==> src/rtl/control_pkg.sv <==
// control_pkg
// Shared definitions for the microsequencer slice.
//   STATE_W    : width of the control-state / microprogram store address
//   COND_W     : width of the condition vector presented to the sequencer
//   n_sel_e    : next-address select encoding (microword bits N2-N0)
//   COND_*     : bit positions of the named conditions inside cond_in
package control_pkg;

  localparam int STATE_W = 8;
  localparam int COND_W  = 8;

  typedef enum logic [2:0] {
    NS_ENC   = 3'b000,
    NS_FETCH = 3'b001,
    NS_CR    = 3'b010,
    NS_INC   = 3'b011,
    NS_CR_C  = 3'b100,
    NS_ENC_C = 3'b101,
    NS_WAIT  = 3'b110,
    NS_RET   = 3'b111
  } n_sel_e;

  localparam int COND_MOC        = 0;
  localparam int COND_ARM_PASS   = 1;
  localparam int COND_SHIFT_ZERO = 2;
  localparam int COND_LSM_DONE   = 3;

endpackage

==> src/rtl/useq_cond_sel.sv <==
// useq_cond_sel
// Combinational condition select: picks one bit of the condition vector and
// optionally inverts it, producing the single branch condition c.
// Ports:
//   cond_in : condition vector ([0] MOC, [1] cond-pass, [2] shifter-zero, [3] LSM-done)
//   s_sel   : condition select (microword S2-S0)
//   inv     : condition invert (microword INV)
//   c       : selected, optionally inverted condition
module useq_cond_sel
  import control_pkg::*;
(
  input  logic [COND_W-1:0] cond_in,
  input  logic [2:0]        s_sel,
  input  logic              inv,
  output logic              c
);

  always_comb begin
    c = cond_in[s_sel] ^ inv;
  end

endmodule

==> src/rtl/microsequencer.sv <==
// microsequencer
// Microprogram sequencer: each cycle selects the next control-store address
// from the encoder, the microword target, a return register, or state+1,
// under control of the current microword. Supports a one-level
// microsubroutine call/return, wait-hold on a condition, and a bus-timeout
// trap when a wait-hold lasts too long.
// Ports:
//   clk, rst_n : single clock, asynchronous active-low reset
//   n_sel      : next-address select (microword N2-N0)
//   inv        : condition invert (microword INV)
//   mi         : microsubroutine call flag (microword MI)
//   s_sel      : condition select (microword S2-S0)
//   cr_addr    : microword target address (CR7-CR0)
//   enc_addr   : decode entry state from the instruction encoder
//   cond_in    : condition vector
//   state      : current state = microprogram store address
//   trap       : one-cycle pulse when the bus-timeout trap is taken
//   busy_wait  : high while the current cycle is a wait-hold cycle
module microsequencer #(
  parameter int unsigned        STATE_W     = control_pkg::STATE_W,
  parameter logic [STATE_W-1:0] FETCH_STATE = STATE_W'(1),
  parameter logic [7:0]         TIMEOUT     = 8'd255,
  parameter logic [STATE_W-1:0] TRAP_STATE  = STATE_W'(46)
) (
  input  logic                           clk,
  input  logic                           rst_n,
  input  logic [2:0]                     n_sel,
  input  logic                           inv,
  input  logic                           mi,
  input  logic [2:0]                     s_sel,
  input  logic [STATE_W-1:0]             cr_addr,
  input  logic [STATE_W-1:0]             enc_addr,
  input  logic [control_pkg::COND_W-1:0] cond_in,
  output logic [STATE_W-1:0]             state,
  output logic                           trap,
  output logic                           busy_wait
);

  logic [STATE_W-1:0] state_q, state_d;
  logic [STATE_W-1:0] ret_q, ret_d;
  logic [7:0]         wait_cnt_q, wait_cnt_d;
  logic [STATE_W-1:0] state_inc;
  logic               c;
  logic               timeout_hit;

  useq_cond_sel u_cond_sel (
    .cond_in (cond_in),
    .s_sel   (s_sel),
    .inv     (inv),
    .c       (c)
  );

  always_comb begin
    state_inc   = state_q + STATE_W'(1);
    busy_wait   = (n_sel == control_pkg::NS_WAIT) && c;
    // The trap fires on the wait cycle that would push the count to TIMEOUT.
    timeout_hit = busy_wait && (wait_cnt_q == TIMEOUT - 8'd1);

    state_d = state_inc;
    case (n_sel)
      control_pkg::NS_ENC:   state_d = enc_addr;
      control_pkg::NS_FETCH: state_d = FETCH_STATE;
      control_pkg::NS_CR:    state_d = cr_addr;
      control_pkg::NS_INC:   state_d = state_inc;
      control_pkg::NS_CR_C:  state_d = c ? cr_addr : state_inc;
      control_pkg::NS_ENC_C: state_d = c ? enc_addr : state_inc;
      control_pkg::NS_WAIT:  state_d = c ? state_q : state_inc;
      control_pkg::NS_RET:   state_d = ret_q;
      default:               state_d = state_inc;
    endcase

    // A call always captures the return point, even when it coincides with a
    // return; the return above has already consumed the old ret_q.
    ret_d = mi ? state_inc : ret_q;

    wait_cnt_d = 8'd0;
    if (timeout_hit) begin
      state_d    = TRAP_STATE;
      wait_cnt_d = 8'd0;
    end else if (busy_wait) begin
      wait_cnt_d = (wait_cnt_q == TIMEOUT) ? wait_cnt_q : wait_cnt_q + 8'd1;
    end

    // Gated so the pulse stays low while reset is held.
    trap  = timeout_hit && rst_n;
    state = state_q;
  end

  always_ff @(posedge clk or negedge rst_n) begin
    if (!rst_n) begin
      state_q    <= '0;
      ret_q      <= '0;
      wait_cnt_q <= 8'd0;
    end else begin
      state_q    <= state_d;
      ret_q      <= ret_d;
      wait_cnt_q <= wait_cnt_d;
    end
  end

endmodule
==> config.mk <==
export PLATFORM = sky130hd
export DESIGN_NAME = microsequencer
export DESIGN_NICKNAME = d
export VERILOG_FILES = /design/src/rtl/control_pkg.sv /design/src/rtl/useq_cond_sel.sv /design/src/rtl/microsequencer.sv
export SDC_FILE = /design/constraint.sdc
export NUM_CORES = 1
export LEC_CHECK = 0
export ABC_AREA = 1
export CAP_MARGIN = 5
export CORE_MARGIN = 2
export CORE_UTILIZATION = 46
export DETAILED_ROUTE_END_ITERATION = 10
export PLACE_DENSITY = 0.77
export SLEW_MARGIN = 30
export SYNTH_ARGS = -nofsm -noshare
export SYNTH_HDL_FRONTEND = slang
export SYNTH_SLANG_ARGS = --single-unit
==> constraint.sdc <==
create_clock -name clk -period 1.39 [get_ports clk]
set_input_delay 0.278 -clock clk [delete_from_list [all_inputs] [get_ports clk]]
set_output_delay 0.278 -clock clk [all_outputs]
set_load 0.03 [all_outputs]
## After elaboration in Yosys (flattened, before gate mapping)

Index checks and enable logic that the tools add are counted.
Widths: inputs -> output; s select.

| word-level totals | value |
|---|---|
| flip-flop bits (word level) | 24 |
| input port bits | 34 |
| output and inout port bits | 10 |
| word-level logic and storage cells | 32 |

| operators by class | value |
|---|---|
| $add $sub $neg | 2 |
| order comparisons | 1 |
| eq/ne operators | 11 |
| mux-type cells | 10 |
| bitwise operators | 1 |
| reductions and logical operators | 4 |

Operators with widths:

| cell | number |
|---|---|
| $pmux 8 s8 | 1 |
| $mux 8 | 7 |
| $add 8x1->8 const B | 2 |
| $eq 8x8->1 const B | 2 |
| $eq 3x3->1 const B | 4 |
| $eq 3x2->1 const B | 2 |
| $ne 3x3->1 const B | 2 |
| $lt 3x4->1 const B | 1 |
| $bmux 1 s3 | 1 |
| $eq 3x1->1 const B | 1 |
| $logic_and 1x1->1 | 3 |
| $logic_not 3->1 | 1 |
| $mux 1 | 1 |
| $xor 1x1->1 | 1 |

## Logic depth before layout (Yosys ltp)

Gate-level depths: netlist of the first run.

| logic depth | value |
|---|---|
| word-level depth | 6 |
| gate-level depth with buffers | 13 |
| mapped depth without buffers | 13 |

## By module

A second synthesis of the first run with hierarchy kept.

| second synthesis, totals | value |
|---|---|
| cell total of the unflattened synthesis | 253 |
| area total of the unflattened synthesis | 1651.6 µm² |

Modules (own cells, without submodules):

| module | instances | cells an instance | area an instance (µm²) |
|---|---|---|---|
| microsequencer | 1 | 223 | 1520.2 |
| useq_cond_sel | 1 | 30 | 131.4 |

## Least setup slack after synthesis of the first run

OpenSTA, ideal clock, no wires.

| path | value |
|---|---|
| path kind | input to output |
| start | input port s_sel[0] |
| end | output port trap |
| arrival | 1.652 ns |
| required time | 1.112 ns |
| setup slack | -0.540 ns |
| stages | 9 |
| path buffers | 0 |
| cell sequence | inv_2 > nand2_1 > nand3_1 > nand3_4 > nand2_4 > nand2_4 > nand2_8 > nand2_8 > nor3b_1 |

| on the way | value |
|---|---|
| word-level cells in the longest chain between the ends | 6 |

Ends and longest elaborated chain:

| item | RTL line | RTL |
|---|---|---|
| start: declaration | microsequencer.sv:30 | `input logic [2:0] s_sel,` |
| $bmux 1 s3 | useq_cond_sel.sv:19 | `c = cond_in[s_sel] ^ inv;` |
| $mux 1 (not written as such) | useq_cond_sel.sv:19 |  |
| $xor 1x1->1 | useq_cond_sel.sv:19 |  |
| $logic_and 1x1->1 | microsequencer.sv:55 | `busy_wait = (n_sel == control_pkg::NS_WAIT) && c;` |
| $logic_and 1x1->1 | microsequencer.sv:57 | `timeout_hit = busy_wait && (wait_cnt_q == TIMEOUT - 8'd1);` |
| $logic_and 1x1->1 | microsequencer.sv:85 | `trap = timeout_hit && rst_n;` |
| end: declaration | microsequencer.sv:35 | `output logic trap,` |

No other way between the ends. The select of a mux whose other input is x is not followed.

## Worst setup path in the final report of the first run

| path | value |
|---|---|
| start | register state_q[0] (netlist: state[0]) |
| end | register state_q[5] (netlist: state[5]) |

| on the way | value |
|---|---|
| word-level cells in the longest chain between the ends | 4 |

Ends and longest elaborated chain:

| item | RTL line | RTL |
|---|---|---|
| start: declaration | microsequencer.sv:39 | `logic [STATE_W-1:0] state_q, state_d;` |
| start signal: assignment | microsequencer.sv:95 | `state_q <= state_d;` |
| $add 8x1->8 * | microsequencer.sv:54 | `state_inc = state_q + STATE_W'(1);` |
| $mux 8, on equally long branches | microsequencer.sv:67, microsequencer.sv:65, microsequencer.sv:66 |  |
| $pmux 8 s8 * | microsequencer.sv:60 | `case (n_sel)` |
| $mux 8 * | microsequencer.sv:77 | `if (timeout_hit) begin` |

Every way passes the cells marked *; elsewhere a longest branch is shown, timed or not. The select of a mux whose other input is x is not followed.
A chain may end at the register's enable or synchronous reset.

==> results.py, run 1 <==
metrics = {
    "status": {
        "outcome": "finished with violations",
        "violations": "setup timing",
    },
    "routing": {
        "postRouteAntennaNets": 0,
        "drc_errors": 0,
        "routed_via_density": 5.92,
        "vias": 2671,
        "drt-total-wl_mm": 8.95,
        "drtIter0Drc": 201,
        "drtPass1Iterations": 5,
        "wl_per_cell_um": 19.8,
    },
    "cts": {
        "numCtsBuffers": 3,
        "cts.clk_slew.worst_paths_ps": 90,
        "cts_hold_buf": 0,
        "cts.path.max_buffers": 2,
        "cts-root-buf": "clkbuf_8",
        "cts_tree": "yes",
        "cts_sinks": 24,
        "clock_latency_ps": 280,
        "htreeDepth": 1,
    },
    "timing": {
        "setup_slack_ps": -442,
        "max_freq_ghz": 0.546,
        "worst_clock_skew_ps": 8.67,
        "report.final.hold_viol_count": 0,
        "rsz0062_at_grt": "yes",
        "slew_headroom": 0.767,
        "worst_slew_pin_slew_ps": 350,
        "final_max_slew_viol_count": 0,
        "fin_crit_ps": 1830,
        "setup_viol": 21,
        "min_period_over_period": 1.32,
    },
    "layout": {
        "fill_cells": 194,
        "antenna_cells": 0,
        "area_growth_pct": 77.0,
        "drive_gt1_frac": 0.481,
        "layout.nets": 439,
    },
    "worst_setup_path": {
        "cp_top_family": "simple AND/OR/NAND/NOR gates",
        "critPathLaunchType": "flop",
        "critPathKind": "reg2reg",
        "r2r_cells": 9,
        "cp.required_ps": 1590,
        "crit_path_cell_trace": "nand3_4 > nor3_4 > xor2_2 > nand2_1 > nand3_1 > inv_1 > nand3_1 > nor2_1 > nor2_2",
        "reg2reg_to": "state[5]",
        "cp_max_fo": 3,
        "crit_buf_inv": 1,
        "critPathMaxStageDelay_ps": 440,
        "cp_slowest_cell": "dfrtp_2",
        "startpoint": "state[0]",
        "worstPathArrival_ps": 2030,
        "worstReg2RegStart": "state[0]",
        "crit_path_frequent_cell": "nand3_1",
        "r2r_setup_slack_ps": -440,
        "cp-end-kind": "flop",
    },
    "placement": {
        "dpl.hpwl_mm": 4.39,
        "gp_congestion": 0.898,
        "dp_slack_ps": -781,
        "portBuffers": 43,
    },
    "hold_path": {
        "hp-class": "in2async",
    },
    "floorplan": {
        "rows": 23,
        "fp.dieW_um": 69.2,
        "die_height_um": 69.2,
        "core_area_um2": 4060,
        "initial_utilization": 0.482,
        "ios": 44,
        "die_area_um2": 4790,
    },
    "power_and_ir_drop": {
        "irDropWorstVdd_v": 0.000771,
        "p_per_area_nw_per_um2": 867,
        "total_power_mw": 3.00,
        "leakagePower_nw": 1.74,
    },
    "logic_synthesis": {
        "yosys-top-cells-area": "dfrtp_1 31%, nand2_1 20%, inv_1 8.1%",
        "yosysTopAreaCellShare": 0.307,
        "syn_avg_cell_area_um2": 6.77,
        "syn-num-nets": 326,
        "netlist_instances": 289,
        "syn-cell-area_um2": 1960,
        "ys_types": 29,
        "yosysTopAreaCell": "dfrtp_1",
        "yosysWarnings": 0,
        "seq_area_frac_synth": 0.307,
        "synth_seq_cells": 24,
    },
    "global_route": {
        "antenna_found_initial": 0,
        "grt_pass1_vias": 2504,
        "grt_start_max_net_pins": 25,
        "grt_use_total": 0.291,
        "grt.overflow.total": 0,
        "grt_pass1_wl_mm": 11.3,
    },
    "job": {
        "cap_violations": 0,
    },
}
sequential cells by signal, indices dropped and copies added (netlist names):
signal / cells
ret_q: 8
state: 8
wait_cnt_q: 8
cells in the mapped netlist, drive strengths merged:
master,count
nor2,22
a221oi,4
clkbuf,1
nor3b,1
o21ai,13
a21oi,9
inv,49
dfrtp,24
xor2,8
nand2,108
o2bb2ai,1
nand3,34
o22ai,1
ha,3
buf,1
nand4,2
nor3,6
a211oi,2
power by group:
part / internal, mW / total [mW] / switching, mW
clock: 0.386 / 0.632 / 0.246
combinational: 0.624 / 1.45 / 0.828
sequential: 0.806 / 0.918 / 0.112
metrics by stage:
stage          hold WS, ps  cells  TNS [ps]  utilization  instance area (um^2)
2_1_floorplan        -17.6    289      -673            -                  2040
3_3_place_gp           472    427    -10360        0.706                  2870
3_5_place_dp           477    427    -11660        0.706                  2870
4_1_cts                452    440     -1200        0.771                  3130
5_1_grt                469    451     -4960        0.853                  3460
6_report               442    451     -3730        0.853                  3460
how the worst max path moves through the flow:
| stage | endpoint | depth (start not counted) |
|---|---|---|
| floorplan | trap | 4 |
| global placement | trap | 11 |
| detailed placement | trap | 11 |
| CTS | trap | 5 |
| global route | state[5] | 9 |
| finish | state[5] | 9 |
cell families after synthesis:
logic type                 count (synthesis)  synth area share
adders and majority gates                  3            0.0192
buffers and inverters                     51             0.106
AOI/OAI and AO/OA                         30            0.0966
xor gates and xnor gates                   8            0.0358
and+or+nand+nor                          173             0.435
DFF                                       24             0.307
repair_timing:
action | in CTS | in global routing
setup endpoints to repair | 21 | 21
hold endpoints to repair | 0 | 0
cloned | 0 | 1
resized for setup | 97 | 59
pin swaps | 30 | 36
setup buffers | 10 | 15
placed cells by master (no fill, tap or decap), types with 10 or more instances in the layout:
| cell | instances |
|---|---|
| nand3_4 | 10 |
| buf_6 | 11 |
| nand2_1 | 84 |
| nand3_1 | 15 |
| inv_1 | 25 |
| inv_2 | 18 |
| nor2_1 | 15 |
| dfrtp_1 | 19 |
| nand2_2 | 13 |
| o21ai_0 | 10 |
| clkdlybuf4s50_1 | 18 |
| buf_4 | 59 |
final cells by class:
type,count,area (um^2),area share
clock inverters,1,30.0,0.00867
multi-input cells,215,1550,0.449
inverters,49,221,0.0640
repair buffers,109,946,0.273
well taps,50,62.6,0.0181
flip-flops and latches,24,607,0.175
clock buffers,3,41.3,0.0119
per-layer routing:
layer | vias up | routed length [um] | track usage
met5 | - | 0 | 0
met2 | 217 | 4240 | 0.498
met1 | 1238 | 3220 | 0.350
met3 | 78 | 851 | 0.0596
met4 | 0 | 633 | 0.135
li1 | 1138 | - | -
Note: power is estimated with default switching activity, not from simulation.
==> run 2: changes to the inputs <==
- SKIP_LAST_GASP: unset -> 1
==> run 2 against run 1 <==
Compared with the run above: the flow still finishes with violations (setup timing); worst setup slack better by 87 ps; non-clock buffer count stayed put; via count shrank 4.9%; combinational power decreased by 8%; clock skew fell by 5.6 ps; critical path depth down 4; clock-buffer cell count stayed put; die area is the same; global-route usage down 0.61 points; cell count is the same; worst hold slack better by 6.8 ps.
==> results.py, run 2 (synthesis results as in run 1) <==
metrics = {
    "placement": {
        "place_inst": 427,
        "gp_congestion": 0.898,
        "dpl-instance-area_um2": 2870,
        "dpl.hpwl_mm": 4.39,
        "portBuffers": 43,
    },
    "cts": {
        "numCtsBuffers": 3,
        "cts_tree": "yes",
        "cts_hold_buf": 0,
        "htreeDepth": 1,
        "cts.path.max_buffers": 2,
        "cts.clk_slew.worst_paths_ps": 90,
        "cts_sinks": 24,
        "cts-root-buf": "clkbuf_8",
        "clock_latency_ps": 270,
    },
    "timing": {
        "setup_slack_ps": -355,
        "min_period_over_period": 1.26,
        "rsz0062_at_grt": "yes",
        "slew_headroom": 0.789,
        "max_freq_ghz": 0.573,
        "worst_slew_pin_slew_ps": 317,
        "setup_viol": 19,
        "report.final.hold_viol_count": 0,
        "worst_clock_skew_ps": 3.05,
        "final_max_slew_viol_count": 0,
        "timing.hold.ws_ps": 449,
        "fin_crit_ps": 1740,
    },
    "layout": {
        "regArea_um2": 608,
        "antenna_cells": 0,
        "fill_cells": 222,
        "multi_input_area_um2": 1500,
        "layout.nets": 439,
        "drive_gt1_frac": 0.471,
        "final_cell_mix": "84 x nand2_1, 63 x buf_4, 26 x inv_1",
        "area_growth_pct": 72.9,
        "layout_commonest_cell": "nand2_1",
        "final_area_um2": 3380,
        "fin_cells": 451,
    },
    "routing": {
        "vias": 2539,
        "routed_via_density": 5.63,
        "drtIter0Drc": 271,
        "drc_errors": 0,
        "postRouteAntennaNets": 0,
        "drt-total-wl_mm": 7.88,
        "drtPass1Iterations": 5,
        "wl_per_cell_um": 17.5,
    },
    "floorplan": {
        "rows": 23,
        "ios": 44,
        "die_height_um": 69.2,
        "initial_utilization": 0.482,
        "core_area_um2": 4060,
        "die_area_um2": 4790,
        "fp.dieW_um": 69.2,
    },
    "global_route": {
        "antenna_found_initial": 0,
        "grt_pass1_wl_mm": 11.1,
        "busiest_layer": "met2",
        "grt_use_met2": 0.487,
        "grt_pass1_vias": 2409,
        "met1_usage": 0.362,
        "use_met3": 0.0451,
        "grt.overflow.total": 0,
        "grt_use_total": 0.285,
        "grt_start_max_net_pins": 25,
    },
    "status": {
        "violations": "setup timing",
        "outcome": "finished with violations",
    },
    "worst_setup_path": {
        "startpoint": "wait_cnt_q[0]",
        "worstReg2RegStart": "wait_cnt_q[0]",
        "worstPathArrival_ps": 1470,
        "cp-end-kind": "output port",
        "critPathKind": "reg2out",
        "cp_max_fo": 3,
        "cp.required_ps": 1110,
        "critPathLaunchType": "flop",
    },
    "power_and_ir_drop": {
        "leakagePower_nw": 1.70,
        "p_per_area_nw_per_um2": 849,
        "p_int_mw": 1.77,
        "switching_share": 0.382,
        "p_clk_frac": 0.218,
        "p_sw_mw": 1.10,
        "seq_power_share": 0.319,
        "comb_power_share": 0.463,
        "irDropWorstVdd_v": 0.000743,
    },
    "hold_path": {
        "hp-class": "in2async",
    },
    "job": {
        "cap_violations": 0,
    },
}
[run 2: changes by cell type in the layout (fill, tap and decap cells not counted), sizes merged]
cell | before | now
buf | 84 | 85
clkdlybuf4s15 | 1 | 0
[run 2: stage by stage]
step,power (mW),setup slack [ps],utilization,setup TNS (ps)
after detailed placement,1.97,-781,0.706,-11660
after floorplan,1.46,-131,-,-673
final,2.87,-355,0.833,-2820
after global placement,1.94,-699,0.706,-10360
after global routing,2.99,-436,0.833,-4210
after CTS,2.70,-295,0.768,-1240
[run 2: layout make-up]
class                      instances  share of cell area
clock buffer                       3              0.0122
clock inverter                     1             0.00888
timing repair buffer             109               0.271
multi-input combinational        215               0.444
inverter                          49              0.0655
sequential                        24               0.180
tap                               50              0.0185
[run 2: path summary, 6_finish.rpt]
check | slack (ps) | cells past startpoint | to
max | -350 | 5 | trap
min | 450 | 2 | wait_cnt_q[0]
max reg2reg | -340 | 9 | wait_cnt_q[7]
min reg2reg | 530 | 2 | ret_q[5]
max in group asynchronous | 680 | 2 | state[0]
min in group clk | 530 | 2 | ret_q[5]
[run 2: repair_timing]
item                                    in CTS  in global routing
hold endpoints to repair                     0                  0
endpoints found under the setup margin      21                 20
pin swaps                                   29                 27
gates resized for setup                     93                 53
buffers inserted                            10                 15
gates cloned                                 0                  1
[run 2: per-layer routing]
layer  routed length (um)  vias up  share of wire
met5                    0        -              0
met4                  489        0          0.062
met3                  588       56          0.075
met2                 3830      168           0.49
met1                 2970     1178           0.38
li1                     -     1137              -
[run 2: critical path: stages, from the launching register on]
cell	delay, ps
dfrtp_1	450
inv_2	100
ha_2	210
nand3_4	90
nor3b_4	190
buf_6	150
[run 2: power groups by stage]
stage / combinational, mW / sequential, mW / clock, mW
3_3_place_gp: 1.04 / 0.898 / 0
6_report: 1.33 / 0.915 / 0.626
3_5_place_dp: 1.06 / 0.903 / 0
4_1_cts: 1.18 / 0.893 / 0.630
2_1_floorplan: 0.461 / 1.00 / 0
5_1_grt: 1.42 / 0.924 / 0.652
